--- src/rtl/alu_dispatch.sv ---
`default_nettype none
// ============================================================================
// Module   : alu_dispatch
// Purpose  : RV32I decode/issue stage producing registered ALU operands, op
//            code and writeback control behind a valid/ready handshake.
//            Optional issue/illegal counters: define ALU_DISPATCH_STATS_EN.
// Revision : 1.0  initial release
// ============================================================================
module alu_dispatch #(
    parameter int XLEN = 32
) (
    input  logic            clk,
    input  logic            rst,
    input  logic            flush,
    input  logic            in_valid,
    output logic            in_ready,
    input  logic [31:0]     in_instr,
    input  logic [XLEN-1:0] in_pc,
    input  logic [XLEN-1:0] in_rs1_val,
    input  logic [XLEN-1:0] in_rs2_val,
    output logic            out_valid,
    input  logic            out_ready,
    output logic [XLEN-1:0] out_operand1,
    output logic [XLEN-1:0] out_operand2,
    output logic [3:0]      out_operation,
    output logic [4:0]      out_rd,
    output logic            out_wb_en,
    output logic            out_illegal
`ifdef ALU_DISPATCH_STATS_EN
    ,
    output logic [31:0]     stat_issued,
    output logic [31:0]     stat_illegal
`endif
);

    localparam logic [3:0] c_OP_ADD  = 4'd0;
    localparam logic [3:0] c_OP_SUB  = 4'd1;
    localparam logic [3:0] c_OP_AND  = 4'd2;
    localparam logic [3:0] c_OP_OR   = 4'd3;
    localparam logic [3:0] c_OP_XOR  = 4'd4;
    localparam logic [3:0] c_OP_SLL  = 4'd5;
    localparam logic [3:0] c_OP_SRL  = 4'd6;
    localparam logic [3:0] c_OP_SRA  = 4'd7;
    localparam logic [3:0] c_OP_SLT  = 4'd8;
    localparam logic [3:0] c_OP_SLTU = 4'd9;
    localparam logic [3:0] c_OP_OLUI = 4'd10;

    localparam logic [6:0] c_OPC_OP    = 7'b0110011;
    localparam logic [6:0] c_OPC_OPIMM = 7'b0010011;
    localparam logic [6:0] c_OPC_LUI   = 7'b0110111;
    localparam logic [6:0] c_OPC_AUIPC = 7'b0010111;
    localparam logic [6:0] c_F7_ZERO   = 7'b0000000;
    localparam logic [6:0] c_F7_ALT    = 7'b0100000;

    logic [6:0]      w_opcode;
    logic [2:0]      w_funct3;
    logic [6:0]      w_funct7;
    logic [XLEN-1:0] w_imm_i;
    logic [XLEN-1:0] w_imm_u;
    logic            w_legal;
    logic [3:0]      w_op;
    logic [XLEN-1:0] w_op1;
    logic [XLEN-1:0] w_op2;
    logic            w_accept;

    logic            r_valid;
    logic [XLEN-1:0] r_operand1;
    logic [XLEN-1:0] r_operand2;
    logic [3:0]      r_operation;
    logic [4:0]      r_rd;
    logic            r_wb_en;
    logic            r_illegal;

    assign w_opcode = in_instr[6:0];
    assign w_funct3 = in_instr[14:12];
    assign w_funct7 = in_instr[31:25];
    assign w_imm_i  = {{(XLEN-12){in_instr[31]}}, in_instr[31:20]};
    assign w_imm_u  = {in_instr[31:12], 12'b0};

    always_comb begin
        w_legal = 1'b0;
        w_op    = c_OP_ADD;
        w_op1   = '0;
        w_op2   = '0;
        case (w_opcode)
            c_OPC_OP: begin
                w_legal = 1'b1;
                w_op1   = in_rs1_val;
                w_op2   = in_rs2_val;
                if (w_funct7 == c_F7_ZERO) begin
                    case (w_funct3)
                        3'b000:  w_op = c_OP_ADD;
                        3'b001:  w_op = c_OP_SLL;
                        3'b010:  w_op = c_OP_SLT;
                        3'b011:  w_op = c_OP_SLTU;
                        3'b100:  w_op = c_OP_XOR;
                        3'b101:  w_op = c_OP_SRL;
                        3'b110:  w_op = c_OP_OR;
                        default: w_op = c_OP_AND;
                    endcase
                end else if (w_funct7 == c_F7_ALT && w_funct3 == 3'b000) begin
                    w_op = c_OP_SUB;
                end else if (w_funct7 == c_F7_ALT && w_funct3 == 3'b101) begin
                    w_op = c_OP_SRA;
                end else begin
                    w_legal = 1'b0;
                end
            end
            c_OPC_OPIMM: begin
                w_legal = 1'b1;
                w_op1   = in_rs1_val;
                w_op2   = w_imm_i;
                case (w_funct3)
                    3'b000:  w_op = c_OP_ADD;
                    3'b001: begin
                        w_op = c_OP_SLL;
                        if (w_funct7 != c_F7_ZERO) w_legal = 1'b0;
                    end
                    3'b010:  w_op = c_OP_SLT;
                    3'b011:  w_op = c_OP_SLTU;
                    3'b100:  w_op = c_OP_XOR;
                    3'b101: begin
                        if (w_funct7 == c_F7_ZERO)     w_op = c_OP_SRL;
                        else if (w_funct7 == c_F7_ALT) w_op = c_OP_SRA;
                        else                           w_legal = 1'b0;
                    end
                    3'b110:  w_op = c_OP_OR;
                    default: w_op = c_OP_AND;
                endcase
            end
            c_OPC_LUI: begin
                w_legal = 1'b1;
                w_op    = c_OP_OLUI;
                w_op2   = w_imm_u;
            end
            c_OPC_AUIPC: begin
                w_legal = 1'b1;
                w_op    = c_OP_ADD;
                w_op1   = in_pc;
                w_op2   = w_imm_u;
            end
            default: ;
        endcase
        // Trapped instructions still flow, but carry a neutral ALU request.
        if (!w_legal) begin
            w_op  = c_OP_ADD;
            w_op1 = '0;
            w_op2 = '0;
        end
    end

    assign in_ready = !flush && (!r_valid || out_ready);
    assign w_accept = in_valid && in_ready;

    always_ff @(posedge clk) begin
        if (rst) begin
            r_valid     <= 1'b0;
            r_operand1  <= '0;
            r_operand2  <= '0;
            r_operation <= '0;
            r_rd        <= '0;
            r_wb_en     <= 1'b0;
            r_illegal   <= 1'b0;
        end else if (flush) begin
            r_valid <= 1'b0;
        end else if (w_accept) begin
            r_valid     <= 1'b1;
            r_operand1  <= w_op1;
            r_operand2  <= w_op2;
            r_operation <= w_op;
            r_rd        <= in_instr[11:7];
            r_wb_en     <= w_legal && (in_instr[11:7] != 5'd0);
            r_illegal   <= !w_legal;
        end else if (r_valid && out_ready) begin
            r_valid <= 1'b0;
        end
    end

    assign out_valid     = r_valid;
    assign out_operand1  = r_operand1;
    assign out_operand2  = r_operand2;
    assign out_operation = r_operation;
    assign out_rd        = r_rd;
    assign out_wb_en     = r_wb_en;
    assign out_illegal   = r_illegal;

`ifdef ALU_DISPATCH_STATS_EN
    logic [31:0] r_stat_issued;
    logic [31:0] r_stat_illegal;

    // Counts output handshakes only; flushed instructions never reach here.
    always_ff @(posedge clk) begin
        if (rst) begin
            r_stat_issued  <= '0;
            r_stat_illegal <= '0;
        end else if (r_valid && out_ready) begin
            if (r_illegal) r_stat_illegal <= r_stat_illegal + 32'd1;
            else           r_stat_issued  <= r_stat_issued + 32'd1;
        end
    end

    assign stat_issued  = r_stat_issued;
    assign stat_illegal = r_stat_illegal;
`endif

endmodule
`default_nettype wire

--- config.mk ---
export PLATFORM = sky130hd
export DESIGN_NAME = alu_dispatch
export DESIGN_NICKNAME = d
export VERILOG_FILES = /design/src/rtl/alu_dispatch.sv
export SDC_FILE = /design/constraint.sdc
export NUM_CORES = 1
export LEC_CHECK = 0
export ABC_AREA = 1
export CORE_MARGIN = 2
export CORE_UTILIZATION = 37
export CTS_CLUSTER_DIAMETER = 120
export CTS_CLUSTER_SIZE = 12
export DETAILED_ROUTE_END_ITERATION = 16
export HOLD_SLACK_MARGIN = 0.08
export MAX_ROUTING_LAYER = met4
export PLACE_DENSITY = 0.77
export SLEW_MARGIN = 20
export SYNTH_ARGS = -nofsm -noshare
export SYNTH_HDL_FRONTEND = slang
export SYNTH_SLANG_ARGS = --single-unit
--- constraint.sdc ---
create_clock -name clk -period 1.3 [get_ports clk]
set_input_delay 0.195 -clock clk [delete_from_list [all_inputs] [get_ports clk]]
set_output_delay 0.195 -clock clk [all_outputs]
set_load 0.02 [all_outputs]
==> results.sh, run 1 <==
export IMPL_synth_commonest_cells="nand2_1, inv_1, nand3_1, dfxtp_1, o21ai_0"
export IMPL_grt_pass1_wl_um=25800
export IMPL_antenna_found_initial=1
export IMPL_tns_ns=-10.99
export IMPL_dieHeight_um=112
export IMPL_die_area_um2=12500
export IMPL_viasPerCell=5.12
export IMPL_syn2layout_area_growth_pct=89.7
export IMPL_rsz0062_at_grt="yes"
export IMPL_drtIter0Drc=306
export IMPL_synth_cell_types=27
export IMPL_violations="setup timing"
export IMPL_ys_seq_area_share_pct=35.5
export IMPL_synth_top_area_share_pct=35.5
export IMPL_routabilityCongestion=0.892
export IMPL_drive_gt1_share_pct=21.4
export IMPL_first_global_vias=5242
export IMPL_setup_violations=77
export IMPL_postRouteAntennaNets=0
export IMPL_avgSynthCellArea_um2=6.63
export IMPL_fin_util_pct=71.4
export IMPL_leakagePower_nw=3.84
export IMPL_slew_violations=0
export IMPL_cts_buffers=9
export IMPL_path_class="reg -> reg"
export IMPL_synth_edf_count=0
export IMPL_core_area_um2=11400
export IMPL_wl_per_cell_um=16.6
export IMPL_drcViolationCount=0
export IMPL_grt_max_degree=37
export IMPL_num_rows=39
export IMPL_required_ns=1.52
export IMPL_synthesis_area_um2=4280
export IMPL_clk_path_buf_depth=2
export IMPL_synth_seq_cells=76
export IMPL_worstSetupEndpointType="flop"
export IMPL_max_vdd_ir_drop_v=0.000728
export IMPL_synth_largest_area_cell="dfxtp_1"
export IMPL_place_area_um2=6840
export IMPL_hold_ws_ns=0.465
export IMPL_clk_pin_slew_ns=0.06
export IMPL_fp_dieW_um=112
export IMPL_yosysMostFrequentCell="nand2_1"
export IMPL_critical_path_peak_fanout=8
export IMPL_cts_sinks=76
export IMPL_start_util_pct=37.7
export IMPL_outcome="finished with violations"
export IMPL_synth_net_count=779
export IMPL_cts_tree="yes"
export IMPL_ios=210
export IMPL_fin_area_um2=8120
export IMPL_clock_fmax_mhz=663
export IMPL_worst_slew_pin_slew_ns=0.288
export IMPL_nets=1032
export IMPL_syn_inst=646
export IMPL_p_total_mw=6.51
export IMPL_timing_final_crit_share_pct=116
export IMPL_wl_um=17400
export IMPL_setup_slack_ns=-0.209
export IMPL_hold_class="reg -> reg"
export IMPL_grt_usage_pct=26.2
export IMPL_period_minus_slack_ns=1.51
export IMPL_startpoint_type="flop"
export IMPL_hold_viol=0
export IMPL_dr_pass1_iters=4
export IMPL_grt_ovfl_total=0
export IMPL_arrival_ns=1.73
export IMPL_yosysWarnings=0
export IMPL_power_density_nw_per_um2=802
export IMPL_dp_hpwl_um=10400
export IMPL_htreeDepth=3
export IMPL_cts_root_buf="clkbuf_16"
export IMPL_clock_skew_final_ns=0.00706
export IMPL_relSlewSlack_pct=80.6
export IMPL_synth_area_leaders="dfxtp_1, nand2_1, nand3_1"
export IMPL_cap_violations=0
export IMPL_clock_latency_ns=0.33
export IMPL_n_fill_cell=913
export IMPL_num_vias=5364
export IMPL_synthArstFlopShare_pct=0
export IMPL_port_buffer_count=209
export IMPL_synth_ff_type="dfxtp_1"
-- cell families after synthesis --
group | share of synthesized area, %
flops | 35.5
buf+inv | 15.0
compound gates | 19.6
simple gates | 29.9
-- layout make-up --
| class | instances | area [µm²] | area share, % |
|---|---|---|---|
| Tap cell | 143 | 179 | 2.20 |
| Multi-Input combinational cell | 421 | 2680 | 33.0 |
| Sequential cell | 76 | 1530 | 18.8 |
| Inverter | 103 | 402 | 4.94 |
| Timing Repair Buffer | 288 | 3090 | 38.0 |
| Clock buffer | 12 | 236 | 2.91 |
| Clock inverter | 3 | 15.0 | 0.185 |
| Antenna cell | 1 | 2.50 | 0.0308 |
-- layer usage --
layer / global-route usage [%] / wire length (µm) / share of wire, % / up-vias
met5: - / 0 / 0 / -
met4: 7.74 / 414 / 2.4 / 0
met3: 6.15 / 1170 / 6.7 / 28
met2: 45.4 / 8970 / 52 / 236
met1: 30.4 / 6850 / 39 / 2495
li1: - / - / - / 2605
-- layout by cell type, fill, tap and decap left out, drive strengths merged, types with 20 or more instances in the layout --
cell type      synthesis  final
dlygate4sd2            0     81
o21a                  34     34
nand2                164    164
nand3                 78     78
dfxtp                 76     76
o211ai                20     20
inv                  103    102
buf                   34     72
clkdlybuf4s50          0    123
nor2                  38     38
o21ai                 36     36
a31oi                 32     32
-- critical path, stage by stage, from the launching register on --
cell and delay (ns):
dfxtp_4 0.35, inv_4 0.03, nor2_4 0.12, nor2_4 0.05, nand2_4 0.10, clkinv_8 0.11, buf_12 0.16, clkbuf_16 0.17
o21ai_4 0.15, a31oi_4 0.04, nand2_1 0.06, inv_1 0.05
-- registers in the layout, summed over array words and instances (netlist names) --
| name | cells |
|---|---|
| out_operand2 | 32 |
| out_operation | 4 |
| out_wb_en | 1 |
| out_valid | 1 |
| out_illegal | 1 |
| out_rd | 5 |
| out_operand1 | 32 |
-- metrics by stage --
step | cells | setup slack (ns)
after CTS | 1040 | -0.190
after global routing | 1047 | -0.299
after floorplan | 646 | -0.170
final | 1047 | -0.209
after global placement | 999 | -0.522
after detailed placement | 999 | -0.595
-- report_power, final --
part,leakage [nW],total [mW],switching [mW],internal (mW)
Clock,0.126,2.22,0.946,1.27
Sequential,0.622,2.52,0.0763,2.45
Combinational,3.10,1.77,0.823,0.948
Total,3.84,6.51,1.85,4.67
-- path summary, 6_finish.rpt --
check,startpoint,to,slack (ns),cells after the start
setup reg to reg,out_valid,out_operand1[20],-0.21,11
hold / removal,out_operation[3],out_operation[3],0.46,2
hold reg to reg,out_operation[3],out_operation[3],0.46,2
setup / recovery,out_valid,out_operand1[20],-0.21,11
-- timing repair --
action,4_1_cts,5_1_grt
gates resized for setup,163,103
pin swaps,26,34
cloned,10,7
setup buffers,16,10
hold buffers,0,0
endpoints found under the setup margin,148,76
(Power assumes the default switching activity.)
==> run 2: changes to the inputs <==
--- a/config.mk
+++ b/config.mk
@@ -7,13 +7,13 @@
 export LEC_CHECK = 0
 export ABC_AREA = 1
 export CORE_MARGIN = 2
-export CORE_UTILIZATION = 37
+export CORE_UTILIZATION = 44
 export CTS_CLUSTER_DIAMETER = 120
 export CTS_CLUSTER_SIZE = 12
 export DETAILED_ROUTE_END_ITERATION = 16
 export HOLD_SLACK_MARGIN = 0.08
 export MAX_ROUTING_LAYER = met4
-export PLACE_DENSITY = 0.77
+export PLACE_DENSITY = 0.86
 export SLEW_MARGIN = 20
 export SYNTH_ARGS = -nofsm -noshare
 export SYNTH_HDL_FRONTEND = slang
==> constraint.sdc (replaced) <==
create_clock -name clk -period 1.9 [get_ports clk]
set_input_delay 0.285 -clock clk [delete_from_list [all_inputs] [get_ports clk]]
set_output_delay 0.285 -clock clk [all_outputs]
set_load 0.02 [all_outputs]
==> run 2 against run 1 <==
Effect of this change:
- the run now ends clean
- sequential share of layout area grew 3.1 points
- worst hold slack better by 0.0080 ns
- register-to-register slack improved by 0.62 ns
- design area is 14% lower
- final cell count is 4.7% lower
- critical path depth shrank 7
- die area fell by 15%
- critical endpoint is now in_ready
- largest power group unchanged
==> results.sh, run 2 (synthesis results as in run 1) <==
export IMPL_leakagePower_nw=3.10
export IMPL_rr_endpoint="out_operand2[16]"
export IMPL_tns_ns=0
export IMPL_cts_buffers=9
export IMPL_power_share_switching_pct=27.5
export IMPL_rsz0062_at_grt="no"
export IMPL_cts_tree="yes"
export IMPL_port_buffer_count=209
export IMPL_num_vias=5045
export IMPL_drive_gt1_share_pct=8.79
export IMPL_wl_per_cell_um=13.8
export IMPL_num_rows=36
export IMPL_wl_um=13800
export IMPL_cts_root_buf="clkbuf_8"
export IMPL_clk_path_buf_depth=2
export IMPL_antenna_found_initial=0
export IMPL_nets=993
export IMPL_die_area_um2=10500
export IMPL_p_total_mw=4.09
export IMPL_outcome="completed"
export IMPL_layout_commonest_cell="clkdlybuf4s50_1"
export IMPL_dieHeight_um=103
export IMPL_cts_sinks=76
export IMPL_hp_start="out_rd[4]"
export IMPL_p_int_mw=2.96
export IMPL_hold_viol=0
export IMPL_slew_violations=0
export IMPL_crit_start="out_ready"
export IMPL_p_seq_share_pct=41.9
export IMPL_clock_skew_final_ns=0.0107
export IMPL_grt_max_degree=49
export IMPL_switchingPower_mw=1.12
export IMPL_holdBufCountCts=0
export IMPL_gr_usage_met2_pct=44.5
export IMPL_htreeDepth=3
export IMPL_grt_usage_pct=26.2
export IMPL_grt_busiest_layer="met2"
export IMPL_reg2reg_from="out_valid"
export IMPL_comb_power_share_pct=24.2
export IMPL_clk_pin_slew_ns=0.08
export IMPL_period_minus_slack_ns=1.81
export IMPL_p_clk_share_pct=33.9
export IMPL_post_cts_resized_instances=0
export IMPL_ios=210
export IMPL_dr_pass1_iters=5
export IMPL_grt_pass1_wl_um=21400
export IMPL_hold_class="reg -> reg"
export IMPL_use_met3_pct=4.27
export IMPL_whs_path_depth=2
export IMPL_start_util_pct=44.6
export IMPL_drtIter0Drc=347
export IMPL_startpoint_type="primary input"
export IMPL_path_class="in -> out"
export IMPL_setup_violations=0
export IMPL_critical_path_peak_fanout=2
export IMPL_arrival_ns=1.52
export IMPL_routabilityCongestion=0.958
export IMPL_diodes=0
export IMPL_syn2layout_area_growth_pct=62.2
export IMPL_r2r_cells=9
export IMPL_layout_common_cells="clkdlybuf4s50_1, nand2_1, inv_1"
export IMPL_postRouteAntennaNets=0
export IMPL_worstSetupEndpointType="primary output"
export IMPL_reg2reg_slack_ns=0.41
export IMPL_clock_latency_ns=0.35
export IMPL_max_vdd_ir_drop_v=0.000470
export IMPL_power_density_nw_per_um2=588
export IMPL_relSlewSlack_pct=80.5
export IMPL_clock_fmax_mhz=553
export IMPL_viasPerCell=5.06
export IMPL_grt_met1_usage_pct=31.3
export IMPL_fp_dieW_um=103
export IMPL_cap_violations=0
export IMPL_drcViolationCount=0
export IMPL_dp_hpwl_um=10500
export IMPL_grt_ovfl_total=0
export IMPL_fin_util_pct=72.4
export IMPL_core_area_um2=9590
export IMPL_post_cts_setup_buffers=0
export IMPL_worst_slew_pin_slew_ns=0.289
export IMPL_timing_final_crit_share_pct=95.2
export IMPL_min_to="out_rd[4]"
export IMPL_first_global_vias=4719
export IMPL_required_ns=1.62
run 2: cell count changes in the layout (fill, tap and decap cells not counted), sizes merged, moves of 2 or more:
cell           before  now
clkdlybuf4s50     123  209
dlygate4sd2        81    0
buf                72   40
clkbuf             19    9
clkdlybuf4s15       4    0
bufinv              0    2
inv               102  104
run 2: final cells by class:
type	count	area, µm²
Tap cell	133	166
Clock buffer	9	124
Sequential cell	76	1520
Clock inverter	7	98.8
Timing Repair Buffer	249	2520
Multi-Input combinational cell	421	2130
Inverter	103	389
Fill cell	728	2650
run 2: power by group through the flow:
stage	registers (mW)	clock network [mW]	logic, mW
after floorplan	1.84	0	0.317
after global placement	1.75	0	0.965
after detailed placement	1.75	0	0.984
after CTS	1.71	1.41	0.988
after global routing	1.72	1.49	1.06
final	1.71	1.38	0.990
run 2: worst max path at each step:
stage	to	slack, ns	depth (start not counted)
6_report	in_ready	0.09	4
5_1_grt	in_ready	0.04	4
4_1_cts	in_ready	0.09	4
3_5_place_dp	out_operand2[31]	-0.07	10
3_3_place_gp	out_wb_en	-0.04	10
2_1_floorplan	out_operand2[15]	0.23	10
run 2: worst max-delay path, stage by stage:
cell and delay (ns):
clkdlybuf4s50_1 0.45, nor2_1 0.06, nor2_2 0.11, clkdlybuf4s50_1 0.62
run 2: routing by layer:
layer | routed length, µm | part of all wire [%]
met5 | 0 | 0
met4 | 314 | 2.3
met3 | 973 | 7.1
met2 | 6940 | 50
met1 | 5550 | 40
run 2: metrics by stage:
| stage | instance area [µm²] | hold slack, ns | worst slack [ns] | cells |
|---|---|---|---|---|
| after detailed placement | 6720 | 0.462 | -0.0747 | 982 |
| after global routing | 6950 | 0.497 | 0.0350 | 998 |
| after global placement | 6720 | 0.456 | -0.0435 | 982 |
| after CTS | 6950 | 0.475 | 0.0862 | 998 |
| final | 6950 | 0.473 | 0.0912 | 998 |
| after floorplan | 4280 | 0.364 | 0.234 | 646 |
